**src/rtl/udp_ip_pkg.sv**
```systemverilog
// Shared definitions for the UDP/IPv4 receive and transmit stacks.
// Field constants, header word indices and the parser state encoding.
package udp_ip_pkg;

    typedef enum logic [1:0] {
        StHdr,
        StUdp,
        StPayload,
        StDrop
    } state_e;

    localparam logic [3:0]  IP_VERSION   = 4'd4;
    localparam logic [3:0]  IP_IHL_MIN   = 4'd5;
    localparam logic [7:0]  IP_PROTO_UDP = 8'd17;

    localparam logic [15:0] UDP_HDR_BYTES = 16'd8;
    localparam logic [15:0] IP_HDR_BYTES  = 16'd20;
    localparam logic [15:0] IP_MIN_TOTAL  = IP_HDR_BYTES + UDP_HDR_BYTES;

    localparam logic [2:0] HDR_WORD_VER   = 3'd0;
    localparam logic [2:0] HDR_WORD_FRAG  = 3'd1;
    localparam logic [2:0] HDR_WORD_PROTO = 3'd2;
    localparam logic [2:0] HDR_WORD_SRC   = 3'd3;
    localparam logic [2:0] HDR_WORD_DST   = 3'd4;
    localparam logic [2:0] HDR_WORD_PORTS = 3'd5;
    localparam logic [2:0] HDR_WORD_ULEN  = 3'd6;

endpackage

```
**src/rtl/ip_hdr_csum.sv**
```systemverilog
// IPv4 header checksum: 18-bit end-around-carry accumulator with a double fold.
// pass reflects the sum including the word presented in the current cycle.
module ip_hdr_csum (
    input  logic        clk,
    input  logic        rst_n,
    input  logic        clear,
    input  logic        add,
    input  logic [31:0] word,
    output logic        pass
);

    logic [17:0] acc_q, acc_d, base;
    logic [16:0] fold1;
    logic [15:0] fold2;

    // Carries are folded back on every add so five words never overflow 18 bits.
    always_comb begin
        base  = clear ? 18'd0 : ({2'b00, acc_q[15:0]} + {16'd0, acc_q[17:16]});
        acc_d = base + {2'b00, word[31:16]} + {2'b00, word[15:0]};
        fold1 = {1'b0, acc_d[15:0]} + {15'd0, acc_d[17:16]};
        fold2 = fold1[15:0] + {15'd0, fold1[16]};
        pass  = (fold2 == 16'hFFFF);
    end

    always_ff @(posedge clk or negedge rst_n) begin
        if (!rst_n) begin
            acc_q <= '0;
        end else if (add) begin
            acc_q <= acc_d;
        end
    end

endmodule

```
**src/rtl/udp_ip_rx.sv**
```systemverilog
// Receive-side UDP/IPv4 parser: validates headers and streams the payload.
// Define UDP_RX_STATS_EN to add saturating good/drop datagram counters.
module udp_ip_rx
    import udp_ip_pkg::*;
#(
    parameter int unsigned DATA_WIDTH = 32,
    parameter int unsigned CNT_WIDTH  = 16
) (
    input  logic                  clk,
    input  logic                  rst_n,
    input  logic [31:0]           local_ip,
    input  logic [15:0]           local_port,
    input  logic [DATA_WIDTH-1:0] mac_rx_data,
    input  logic                  mac_rx_valid,
    input  logic                  mac_rx_sof,
    input  logic                  mac_rx_last,
    output logic [DATA_WIDTH-1:0] app_data,
    output logic                  app_valid,
    output logic                  app_last,
    output logic [1:0]            app_bytes,
    output logic                  app_err,
    output logic [15:0]           app_len,
    output logic [31:0]           rx_src_ip,
    output logic [15:0]           rx_src_port,
`ifdef UDP_RX_STATS_EN
    output logic [CNT_WIDTH-1:0]  rx_good_cnt,
    output logic [CNT_WIDTH-1:0]  rx_drop_cnt,
`endif
    output logic                  rx_drop
);

    state_e      state_q, state_d;
    logic [2:0]  idx_q, idx_d, cur_idx;
    logic [15:0] tot_len_q, tot_len_d, hdr_len_q, hdr_len_d, rem_q, rem_d, ulen;
    logic [31:0] hdr_src_ip_q, hdr_src_ip_d;
    logic [15:0] hdr_src_port_q, hdr_src_port_d;
    logic        first_q, first_d;
    logic [31:0] app_data_q, app_data_d, src_ip_q, src_ip_d;
    logic        app_valid_q, app_valid_d, app_last_q, app_last_d, app_err_q, app_err_d;
    logic [1:0]  app_bytes_q, app_bytes_d;
    logic [15:0] app_len_q, app_len_d, src_port_q, src_port_d;
    logic        drop_q, drop_d;
    logic        hdr_word, hdr_fail, csum_add, csum_pass, good_evt;

    // A sof word always restarts parsing at word 0, whatever the current state.
    assign hdr_word = mac_rx_valid &&
                      (mac_rx_sof || (state_q == StHdr && idx_q != 3'd0) || state_q == StUdp);
    assign cur_idx  = mac_rx_sof ? HDR_WORD_VER : idx_q;
    assign csum_add = hdr_word && (cur_idx <= HDR_WORD_DST);
    assign ulen     = mac_rx_data[31:16];

    ip_hdr_csum u_csum (
        .clk   (clk),
        .rst_n (rst_n),
        .clear (mac_rx_valid && mac_rx_sof),
        .add   (csum_add),
        .word  (mac_rx_data),
        .pass  (csum_pass)
    );

    always_comb begin
        state_d        = state_q;
        idx_d          = idx_q;
        tot_len_d      = tot_len_q;
        hdr_len_d      = hdr_len_q;
        rem_d          = rem_q;
        hdr_src_ip_d   = hdr_src_ip_q;
        hdr_src_port_d = hdr_src_port_q;
        first_d        = first_q;
        app_data_d     = '0;
        app_valid_d    = 1'b0;
        app_last_d     = 1'b0;
        app_bytes_d    = 2'd0;
        app_err_d      = 1'b0;
        app_len_d      = app_len_q;
        src_ip_d       = src_ip_q;
        src_port_d     = src_port_q;
        drop_d         = 1'b0;
        hdr_fail       = 1'b0;
        good_evt       = 1'b0;

        if (mac_rx_valid) begin
            // Close an outstanding datagram before the new frame is parsed.
            if (mac_rx_sof && state_q == StPayload) begin
                app_valid_d = 1'b1;
                app_last_d  = 1'b1;
                app_err_d   = 1'b1;
            end

            if (hdr_word) begin
                case (cur_idx)
                    HDR_WORD_VER: begin
                        hdr_fail  = mac_rx_data[31:28] != IP_VERSION ||
                                    mac_rx_data[27:24] != IP_IHL_MIN ||
                                    mac_rx_data[15:0] < IP_MIN_TOTAL;
                        tot_len_d = mac_rx_data[15:0];
                    end
                    HDR_WORD_FRAG:  hdr_fail = mac_rx_data[13:0] != 14'd0;
                    HDR_WORD_PROTO: hdr_fail = mac_rx_data[23:16] != IP_PROTO_UDP;
                    HDR_WORD_SRC:   hdr_src_ip_d = mac_rx_data;
                    HDR_WORD_DST:   hdr_fail = mac_rx_data != local_ip || !csum_pass;
                    HDR_WORD_PORTS: begin
                        hdr_fail       = mac_rx_data[15:0] != local_port;
                        hdr_src_port_d = mac_rx_data[31:16];
                    end
                    HDR_WORD_ULEN:  hdr_fail = ulen < UDP_HDR_BYTES ||
                                               ulen > tot_len_q - IP_HDR_BYTES;
                    default: ;
                endcase

                idx_d = 3'd0;
                if (hdr_fail) begin
                    drop_d  = 1'b1;
                    state_d = mac_rx_last ? StHdr : StDrop;
                end else if (cur_idx == HDR_WORD_ULEN && ulen == UDP_HDR_BYTES) begin
                    good_evt = 1'b1;
                    state_d  = mac_rx_last ? StHdr : StDrop;
                end else if (mac_rx_last) begin
                    drop_d  = 1'b1;
                    state_d = StHdr;
                end else if (cur_idx == HDR_WORD_ULEN) begin
                    rem_d     = ulen - UDP_HDR_BYTES;
                    hdr_len_d = ulen - UDP_HDR_BYTES;
                    first_d   = 1'b1;
                    state_d   = StPayload;
                end else begin
                    idx_d   = cur_idx + 3'd1;
                    state_d = (cur_idx >= HDR_WORD_DST) ? StUdp : StHdr;
                end
            end else if (state_q == StPayload) begin
                app_valid_d = 1'b1;
                app_data_d  = mac_rx_data;
                if (first_q) begin
                    app_len_d  = hdr_len_q;
                    src_ip_d   = hdr_src_ip_q;
                    src_port_d = hdr_src_port_q;
                    first_d    = 1'b0;
                end
                if (rem_q <= 16'd4) begin
                    app_last_d  = 1'b1;
                    app_bytes_d = rem_q[1:0];
                    good_evt    = 1'b1;
                    state_d     = mac_rx_last ? StHdr : StDrop;
                end else if (mac_rx_last) begin
                    app_last_d = 1'b1;
                    app_err_d  = 1'b1;
                    state_d    = StHdr;
                end else begin
                    rem_d = rem_q - 16'd4;
                end
            end else if (state_q == StDrop && mac_rx_last) begin
                state_d = StHdr;
            end
        end
    end

    always_ff @(posedge clk or negedge rst_n) begin
        if (!rst_n) begin
            state_q        <= StHdr;
            idx_q          <= '0;
            tot_len_q      <= '0;
            hdr_len_q      <= '0;
            rem_q          <= '0;
            hdr_src_ip_q   <= '0;
            hdr_src_port_q <= '0;
            first_q        <= 1'b0;
            app_data_q     <= '0;
            app_valid_q    <= 1'b0;
            app_last_q     <= 1'b0;
            app_bytes_q    <= '0;
            app_err_q      <= 1'b0;
            app_len_q      <= '0;
            src_ip_q       <= '0;
            src_port_q     <= '0;
            drop_q         <= 1'b0;
        end else begin
            state_q        <= state_d;
            idx_q          <= idx_d;
            tot_len_q      <= tot_len_d;
            hdr_len_q      <= hdr_len_d;
            rem_q          <= rem_d;
            hdr_src_ip_q   <= hdr_src_ip_d;
            hdr_src_port_q <= hdr_src_port_d;
            first_q        <= first_d;
            app_data_q     <= app_data_d;
            app_valid_q    <= app_valid_d;
            app_last_q     <= app_last_d;
            app_bytes_q    <= app_bytes_d;
            app_err_q      <= app_err_d;
            app_len_q      <= app_len_d;
            src_ip_q       <= src_ip_d;
            src_port_q     <= src_port_d;
            drop_q         <= drop_d;
        end
    end

    assign app_data    = app_data_q;
    assign app_valid   = app_valid_q;
    assign app_last    = app_last_q;
    assign app_bytes   = app_bytes_q;
    assign app_err     = app_err_q;
    assign app_len     = app_len_q;
    assign rx_src_ip   = src_ip_q;
    assign rx_src_port = src_port_q;
    assign rx_drop     = drop_q;

`ifdef UDP_RX_STATS_EN
    logic [CNT_WIDTH-1:0] good_cnt_q, drop_cnt_q;

    always_ff @(posedge clk or negedge rst_n) begin
        if (!rst_n) begin
            good_cnt_q <= '0;
            drop_cnt_q <= '0;
        end else begin
            if (good_evt && good_cnt_q != '1) good_cnt_q <= good_cnt_q + 1'b1;
            if ((drop_d || app_err_d) && drop_cnt_q != '1) drop_cnt_q <= drop_cnt_q + 1'b1;
        end
    end

    assign rx_good_cnt = good_cnt_q;
    assign rx_drop_cnt = drop_cnt_q;
`else
    logic [CNT_WIDTH-1:0] unused_stats;
    assign unused_stats = {CNT_WIDTH{good_evt}};
`endif

endmodule

```
**config.mk**
```make
export PLATFORM = sky130hd
export DESIGN_NAME = udp_ip_rx
export DESIGN_NICKNAME = d
export VERILOG_FILES = /design/src/rtl/udp_ip_pkg.sv /design/src/rtl/ip_hdr_csum.sv /design/src/rtl/udp_ip_rx.sv
export SDC_FILE = /design/constraint.sdc
export NUM_CORES = 1
export LEC_CHECK = 0
export CORE_MARGIN = 4
export CORE_UTILIZATION = 50
export DETAILED_ROUTE_END_ITERATION = 16
export PLACE_DENSITY = 0.83
export REMOVE_ABC_BUFFERS = 1
export SETUP_SLACK_MARGIN = 0.05
export SYNTH_ARGS = -nofsm -noshare
export SYNTH_HDL_FRONTEND = slang
export SYNTH_SLANG_ARGS = --single-unit
```
**constraint.sdc**
```tcl
create_clock -name clk -period 7.5 [get_ports clk]
set_input_delay 2.25 -clock clk [delete_from_list [all_inputs] [get_ports clk]]
set_output_delay 2.25 -clock clk [all_outputs]
set_load 0.02 [all_outputs]
```
==> metrics.md, run 1 <==
| Metric | Value |
|---|---|
| Tot Pwr | 5.436 mW |
| GP Congestion | 1.002 |
| Asr flop ratio synth | 1.000 |
| Status | complete, but fails checks |
| CP Depth | 35 |
| Dominant synthesized flop cell | dfrtp_1 |
| DIE WIDTH | about 160 µm |
| Core ar. | 0.02368 mm² |
| Crit end category | register |
| Max Slew Vio Count | 0 |
| Vias in the first global route | around 11k |
| Leading area contributor after synthesis | dfrtp_1 |
| H-tree depth | 1 |
| Placed Area | roughly 0.015 mm² |
| Global route overflow | 0 |
| Worst path bufs/invs | 3 |
| Critical Path Max Stage Delay | 0.48 ns |
| CP most frequent cell | nor4_4 |
| Reg2Reg Setup Slack | -0.75 ns |
| Most common cell in the netlist | dfrtp_1 |
| Top cells by area, synth | dfrtp_1, mux2_2, ha_1 |
| Layout cells sized above 1 | 0.2876 |
| Pwr dens | about 330 mW/mm² |
| Max-slew headroom | 0.1665 |
| ANT cells | 0 |
| Synth Warn # | 0 |
| Tmin final | approximately 8.7 ns |
| Clk Latency, worst-skew pair | about 0.53 ns |
| DRC violation count after routing | 0 |
| Clock slew at reported path FFs | 0.06 ns |
| Crit path DAT | roughly 9.1 ns |
| Mapped Area | approximately 0.012 mm² |
| Hold path depth | 2 |
| End of the critical path | state_q[1]$_DFFE_PN0P_ |
| Antenna viol nets, final | 0 |
| Failing checks | negative setup slack |
| Fin area | 0.01657 mm² |
| Clock sinks | roughly 220 |
| M1 GR Usage | 0.3466 |
| Seq cells post-synth | between 200 and 250 |
| Fmax | ~0.11 GHz |
| I/O pin cnt | about 190 |
| Top post-synthesis cells by count | dfrtp_1, mux2_2, nand2_1, nor2_1, o21ai_0 |
| Crit share post-route | 1.162 |
| Fin. Hold Viols | 0 |
| Vias per cell | just under 6 |
| Clock Tree Buf Depth | 3 |
| Final wirelength | 38170 µm |
| Synth unique cells | 80 |
| Final HPWL DP | between 20000 and 30000 µm |
| RSZ-0062 raised after global routing | yes |
| Clock root cell | clkbuf_16 |
| Top Family by Delay on Critical Path | simple AND/OR/NAND/NOR gates |
| First-pass detailed-route iteration total | 8 |
| CTS tree | yes |
| Port-buffer cells | roughly 190 |
| GRT Util Overall | 0.2834 |
| Avg Cell Area, Syn | between 10 and 15 µm² |
| Initial cell density of the core | 0.5137 |
| Leak pwr | approximately 7.7 nW |
| Placement Rows | 56 |
| Die ar. | 0.02689 mm² |
| Worst Setup Start Kind | input port |
| DRT iter0 DRCs | 765 |
| CTS Buf Count | 23 |
| EDFF count, synth | 0 |
| Worst hold-check path type | register to register |
| # hold bufs at CTS | 0 |
| Max-Cap Viols | 0 |
| Post-synth top area share | 0.4566 |
| Met2 GRT Util | 0.4842 |
| Slew at the pin closest to its max-slew limit | 1.250 ns |
| WP data required | between 7 and 8 ns |
| Crit path launch | mac_rx_sof |
| Routed via count | about 10k |
| Met3 usage | 0.06976 |
| Critical path class | input port to register |
| Syn Inst Count | between 1k and 1.5k |
| Area grow syn2layout | 36.23% |
| Final #Nets | 1573 |
| Post-synthesis sequential area ratio | 0.4566 |
| Die Y-Extent | around 160 µm |
| Largest net degree at the start of global routing | roughly 100 |
| CP Max Fanout | 5 |
| GR peak layer | met2 |
| Final worst slack | -1.212 ns |
| Wire length per cell | ~22 µm |
| Clock Skew | 0.02646 ns |
| Worst VDD drop | a little over 0.2 mV |
| Final setup viols | 6 |
| First-pass GRT wire length | slightly below 60000 µm |
| Initial antenna violation count | 1 |
| Reg2reg path depth | 36 |
| FF-to-FF End | state_q[1]$_DFFE_PN0P_ |
| Worst path slowest cell | fa_2 |
| R2r startpoint | u_csum.acc_q[16]$_DFFE_PN0P_ |
-- cell usage in the layout (no fill, tap or decap), types with 31 or more instances in the layout --
cell type,synthesis,final
nor2_1,58,53
nand2_1,63,57
xor2_1,51,51
a21oi_1,47,41
inv_1,32,31
mux2_2,141,141
xnor2_1,41,40
and3_1,37,37
o21ai_0,56,52
clkdlybuf4s50_1,0,173
buf_4,1,162
ha_1,43,34
dfrtp_1,222,222
-- metal layers --
| metal | vias up | share of wire |
|---|---|---|
| met3 | 135 | 0.085 |
| met1 | 5189 | 0.39 |
| li1 | 4621 | - |
| met4 | 2 | 0.044 |
| met5 | - | 0.00018 |
| met2 | 496 | 0.48 |
-- cell type report --
class                   instances  area, µm²
flip-flops and latches        222       5555
well taps                     319      399.1
inverters                      32      120.1
multi-input cells             794       6598
fillers                      1701       7108
clock buffers                  30      631.9
repair buffers                353       3129
clock inverters                12      141.4
-- registers in the layout (all words and copies together), names as in the netlist, 18 cells and up --
name,cells
app_data,32
hdr_src_ip_q,32
u_csum.acc_q,18
rx_src_ip,32
-- report_power, final --
| part | leakage, nW | internal (mW) | total [mW] | switching, mW |
|---|---|---|---|---|
| Sequential | 2.98 | 1.30 | 1.39 | 0.0952 |
| Clock | 0.376 | 0.672 | 1.16 | 0.491 |
| Combinational | 4.31 | 1.36 | 2.88 | 1.52 |
| Total | 7.66 | 3.33 | 5.44 | 2.11 |
-- stage by stage --
step           setup TNS (ns)  std cells  hold WS (ns)    util  setup WS (ns)
6_report               -6.750       1762        0.4849  0.6999         -1.212
5_1_grt                -8.106       1762        0.4804  0.6999         -1.434
4_1_cts                -5.064       1757        0.4826  0.6958        -0.9296
3_5_place_dp           -13.91       1687        0.4712  0.6429         -2.392
3_3_place_gp           -12.37       1687        0.4579  0.6429         -2.140
2_1_floorplan          -7.955       1048        0.4460       -         -1.464
-- how the worst min path moves through the flow --
stage                                              from                       endpoint  slack, ns
final                     hdr_src_port_q[4]$_DFFE_PN0P_  hdr_src_port_q[4]$_DFFE_PN0P_       0.48
after global placement     hdr_src_ip_q[20]$_DFFE_PN0P_   hdr_src_ip_q[20]$_DFFE_PN0P_       0.46
after detailed placement  hdr_src_port_q[4]$_DFFE_PN0P_  hdr_src_port_q[4]$_DFFE_PN0P_       0.47
after global routing          hdr_len_q[13]$_DFFE_PN0P_        app_len[13]$_DFFE_PN0P_       0.48
after CTS                     hdr_len_q[13]$_DFFE_PN0P_        app_len[13]$_DFFE_PN0P_       0.48
after floorplan            hdr_src_ip_q[16]$_DFFE_PN0P_   hdr_src_ip_q[16]$_DFFE_PN0P_       0.45
-- worst register-to-register path, delay by kind of cell (launching register included) --
kind / cells / cell delay, ns
buffers and inverters: 1 / 0.05
AND/OR/NAND/NOR: 15 / 2.73
AO/OA/AOI/OAI: 10 / 1.94
adder cells (fa/ha/maj): 8 / 2.53
flip-flops: 1 / 0.38
XOR/XNOR: 2 / 0.48
-- kinds of logic after synthesis --
group                      after synthesis  share of synthesized area
buffers and inverters                   88                    0.02838
AOI/OAI and AO/OA                      181                     0.1015
muxes                                  142                     0.1313
and+or+nand+nor                        317                     0.1405
adders and majority gates               62                    0.07548
xor gates and xnor gates                92                    0.06623
DFF                                    222                     0.4566
-- timing repair --
action,4_1_cts,5_1_grt
pin swaps,28,30
resized for setup,77,11
buffers inserted,28,6
endpoints found under the setup margin,6,6
(Power assumes the default switching activity.)
==> inputs of run 2 (changes only) <==
--- a/config.mk
+++ b/config.mk
@@ -6,9 +6,9 @@
 export NUM_CORES = 1
 export LEC_CHECK = 0
 export CORE_MARGIN = 4
-export CORE_UTILIZATION = 50
+export CORE_UTILIZATION = 33
 export DETAILED_ROUTE_END_ITERATION = 16
-export PLACE_DENSITY = 0.83
+export PLACE_DENSITY = 0.6
 export REMOVE_ABC_BUFFERS = 1
 export SETUP_SLACK_MARGIN = 0.05
 export SYNTH_ARGS = -nofsm -noshare
==> run 2 against run 1 <==
  * Clock skew decreased by 0.014 ns
  * Critical path depth fell by 2
  * Via count down 4.5%
  * Setup slack gained 0.38 ns
  * Die area rose by 49%
  * Maximum frequency up 4.6%
  * Largest power group unchanged
  * The run still ends with negative setup slack left
  * Cell count is 7.9% higher
  * Combinational power shrank 2%
==> metrics.md, run 2 (synthesis gave the netlist of run 1 again) <==
| Metric | Value |
|---|---|
| Status | complete, but fails checks |
| Failing checks | negative setup slack |
| Most frequent cells in the layout | dfrtp_1, clkdlybuf4s50_1, buf_4, mux2_2, nand2_1 |
| Register area | 0.005555 mm² (unchanged) |
| Crit path DAT | 8.76 ns (-0.35 ns) |
| Placement Rows | 70 (+25%) |
| Die Y-Extent | 200.0 µm (+22%) |
| Area of the multi-input gates | 0.006574 mm² (-0.36%) |
| WP data required | 7.93 ns (+0.03 ns) |
| Initial antenna violation count | 0 (-1) |
| Vias in the first global route | 10.46k (-2.9%) |
| Antenna viol nets, final | 0 (unchanged) |
| Core ar. | 0.03652 mm² (+54%) |
| Fin area | 0.01682 mm² (+1.5%) |
| Fmax | 0.1201 GHz (+4.6%) |
| RSZ-0062 raised after global routing | yes |
| First-pass detailed-route iteration total | 5 (-3) |
| Vias per cell | 5.246 (-11%) |
| Clock sinks | 222 (unchanged) |
| Die ar. | 0.04000 mm² (+49%) |
| Layout cells sized above 1 | 0.2838 (-0.003774) |
| Max-Cap Viols | 0 (unchanged) |
| GP Congestion | 0.9704 (-3.2%) |
| GRT Util Overall | 0.2027 (-0.08068) |
| Placed Area | 0.01551 mm² (+1.9%) |
| Crit share post-route | 1.110 (-0.05128) |
| Wire length per cell | 21.40 µm (-1.2%) |
| Global route overflow | 0 (unchanged) |
| H-tree depth | 1 (unchanged) |
| Final HPWL DP | 30420 µm (+9.7%) |
| Final #Nets | 1561 (-0.76%) |
| Critical path class | input port to register |
| Final setup viols | 6 (unchanged) |
| Final wirelength | 40700 µm (+6.6%) |
| I/O pin cnt | 187 (unchanged) |
| First-pass GRT wire length | 62380 µm (+5.5%) |
| DIE WIDTH | 200.0 µm (+22%) |
| R2r startpoint | u_csum.acc_q[0]$_DFFE_PN0P_ |
| Tmin final | 8.328 ns (-0.3846 ns) |
| Clock Tree Buf Depth | 3 (unchanged) |
| Port-buffer cells | 186 (unchanged) |
| CTS Buf Count | 26 (+13%) |
| Most common cell after layout, fill and taps aside | dfrtp_1 |
| Clock Skew | 0.01261 ns (-0.01385 ns) |
| FILL cells | 3424 (+100%) |
| Clock slew at reported path FFs | 0.06 ns (about the same) |
| DRT iter0 DRCs | 586 (-23%) |
| Worst Setup Start Kind | input port |
| DRC violation count after routing | 0 (unchanged) |
| Worst hold-check path type | register to register |
| Hold slack | 0.4781 ns (-0.006790 ns) |
| Largest net degree at the start of global routing | 135 (+34%) |
| Clock root cell | clkbuf_16 |
| Final worst slack | -0.8277 ns (+0.3846 ns) |
| Pwr dens | 332.1 mW/mm² (+1.3%) |
| Hold Crit Start | hdr_src_ip_q[20]$_DFFE_PN0P_ |
| Max-slew headroom | 0.3116 (+0.1451) |
| Area grow syn2layout | 38.29% |
| Routed via count | 9977 (-4.5%) |
| Crit end category | register |
| ANT cells | 0 (unchanged) |
| Fin. Hold Viols | 0 (unchanged) |
| Worst VDD drop | 0.1934 mV (-5.0%) |
| Slew at the pin closest to its max-slew limit | 1.029 ns (-0.2206 ns) |
| CP Max Fanout | 4 (-1) |
| Clk Latency, worst-skew pair | 0.54 ns (about the same) |
| Leak pwr | 7.695 nW (+0.40%) |
| Worst path slowest cell | clkdlybuf4s50_1 |
| Max Slew Vio Count | 0 (unchanged) |
| Critical Path Max Stage Delay | 0.53 ns (+0.05 ns) |
| Crit path launch | mac_rx_data[7] |
| CTS tree | yes |
| Initial cell density of the core | 0.3331 (-0.1806) |
| # hold bufs at CTS | 0 (unchanged) |
## run 2: cell count changes in the layout (fill, tap and decap cells not counted), moves of 3 or more
cell,before,now
dlymetal6s2s_1,0,3
nor4_2,0,3
buf_4,162,146
clkdlybuf4s50_1,173,169
clkinv_4,3,0
clkbuf_8,3,10
buf_6,7,4
clkbuf_16,23,26
## run 2: metrics by stage
step / instances / util / power (mW) / setup TNS, ns / worst slack, ns
2_1_floorplan: 1048 / - / 2.717 / -7.955 / -1.464
3_3_place_gp: 1847 / 0.4247 / 3.924 / -13.68 / -2.356
3_5_place_dp: 1847 / 0.4247 / 3.951 / -14.64 / -2.501
4_1_cts: 1900 / 0.4578 / 5.529 / -4.106 / -0.7589
5_1_grt: 1902 / 0.4607 / 5.911 / -6.685 / -1.193
6_report: 1902 / 0.4607 / 5.587 / -4.477 / -0.8277
## run 2: worst paths after layout
kind / endpoint / slack (ns) / depth (start not counted)
hold / removal: hdr_src_ip_q[20]$_DFFE_PN0P_ / 0.48 / 2
setup reg to reg: state_q[1]$_DFFE_PN0P_ / -0.34 / 37
hold reg to reg: hdr_src_ip_q[20]$_DFFE_PN0P_ / 0.48 / 2
min in group asynchronous: rx_src_port[9]$_DFFE_PN0P_ / 1.69 / 1
max in group asynchronous: u_csum.acc_q[5]$_DFFE_PN0P_ / 4.63 / 2
setup / recovery: state_q[1]$_DFFE_PN0P_ / -0.83 / 33
## run 2: final cells by class
cell class,instances,area share
multi-input combinational,795,0.3907
sequential,222,0.3302
timing repair buffer,337,0.1800
clock buffer,38,0.04730
tap,468,0.03480
clock inverter,10,0.009891
inverter,32,0.007139
## run 2: per-layer routing
layer | GRT usage | vias to the layer above | wire (µm)
met5 | 0 | - | 0
met1 | 0.2748 | 4968 | 18010
li1 | - | 4593 | -
met4 | 0.05635 | 0 | 1335
met2 | 0.3391 | 333 | 18990
met3 | 0.03206 | 83 | 2359
## run 2: timing repair
action / 4_1_cts / 5_1_grt
cloned: 1 / 0
endpoints found under the setup margin: 6 / 6
setup buffers: 4 / 2
pin swaps: 15 / 25
resized for setup: 69 / 23
## run 2: critical path: cells and delay by family
| kind | cells | cell delay [ns] |
|---|---|---|
| compound gates | 11 | 1.94 |
| xor+xnor | 1 | 0.15 |
| fa+ha+maj | 6 | 1.71 |
| simple gates | 12 | 2.01 |
| buf+inv | 3 | 0.71 |
## run 2: report_power, final
part	switching [mW]	internal (mW)	leakage, nW	total [mW]
Combinational	1.49	1.32	4.25	2.81
Clock	0.515	0.871	0.470	1.39
Sequential	0.0903	1.30	2.98	1.39
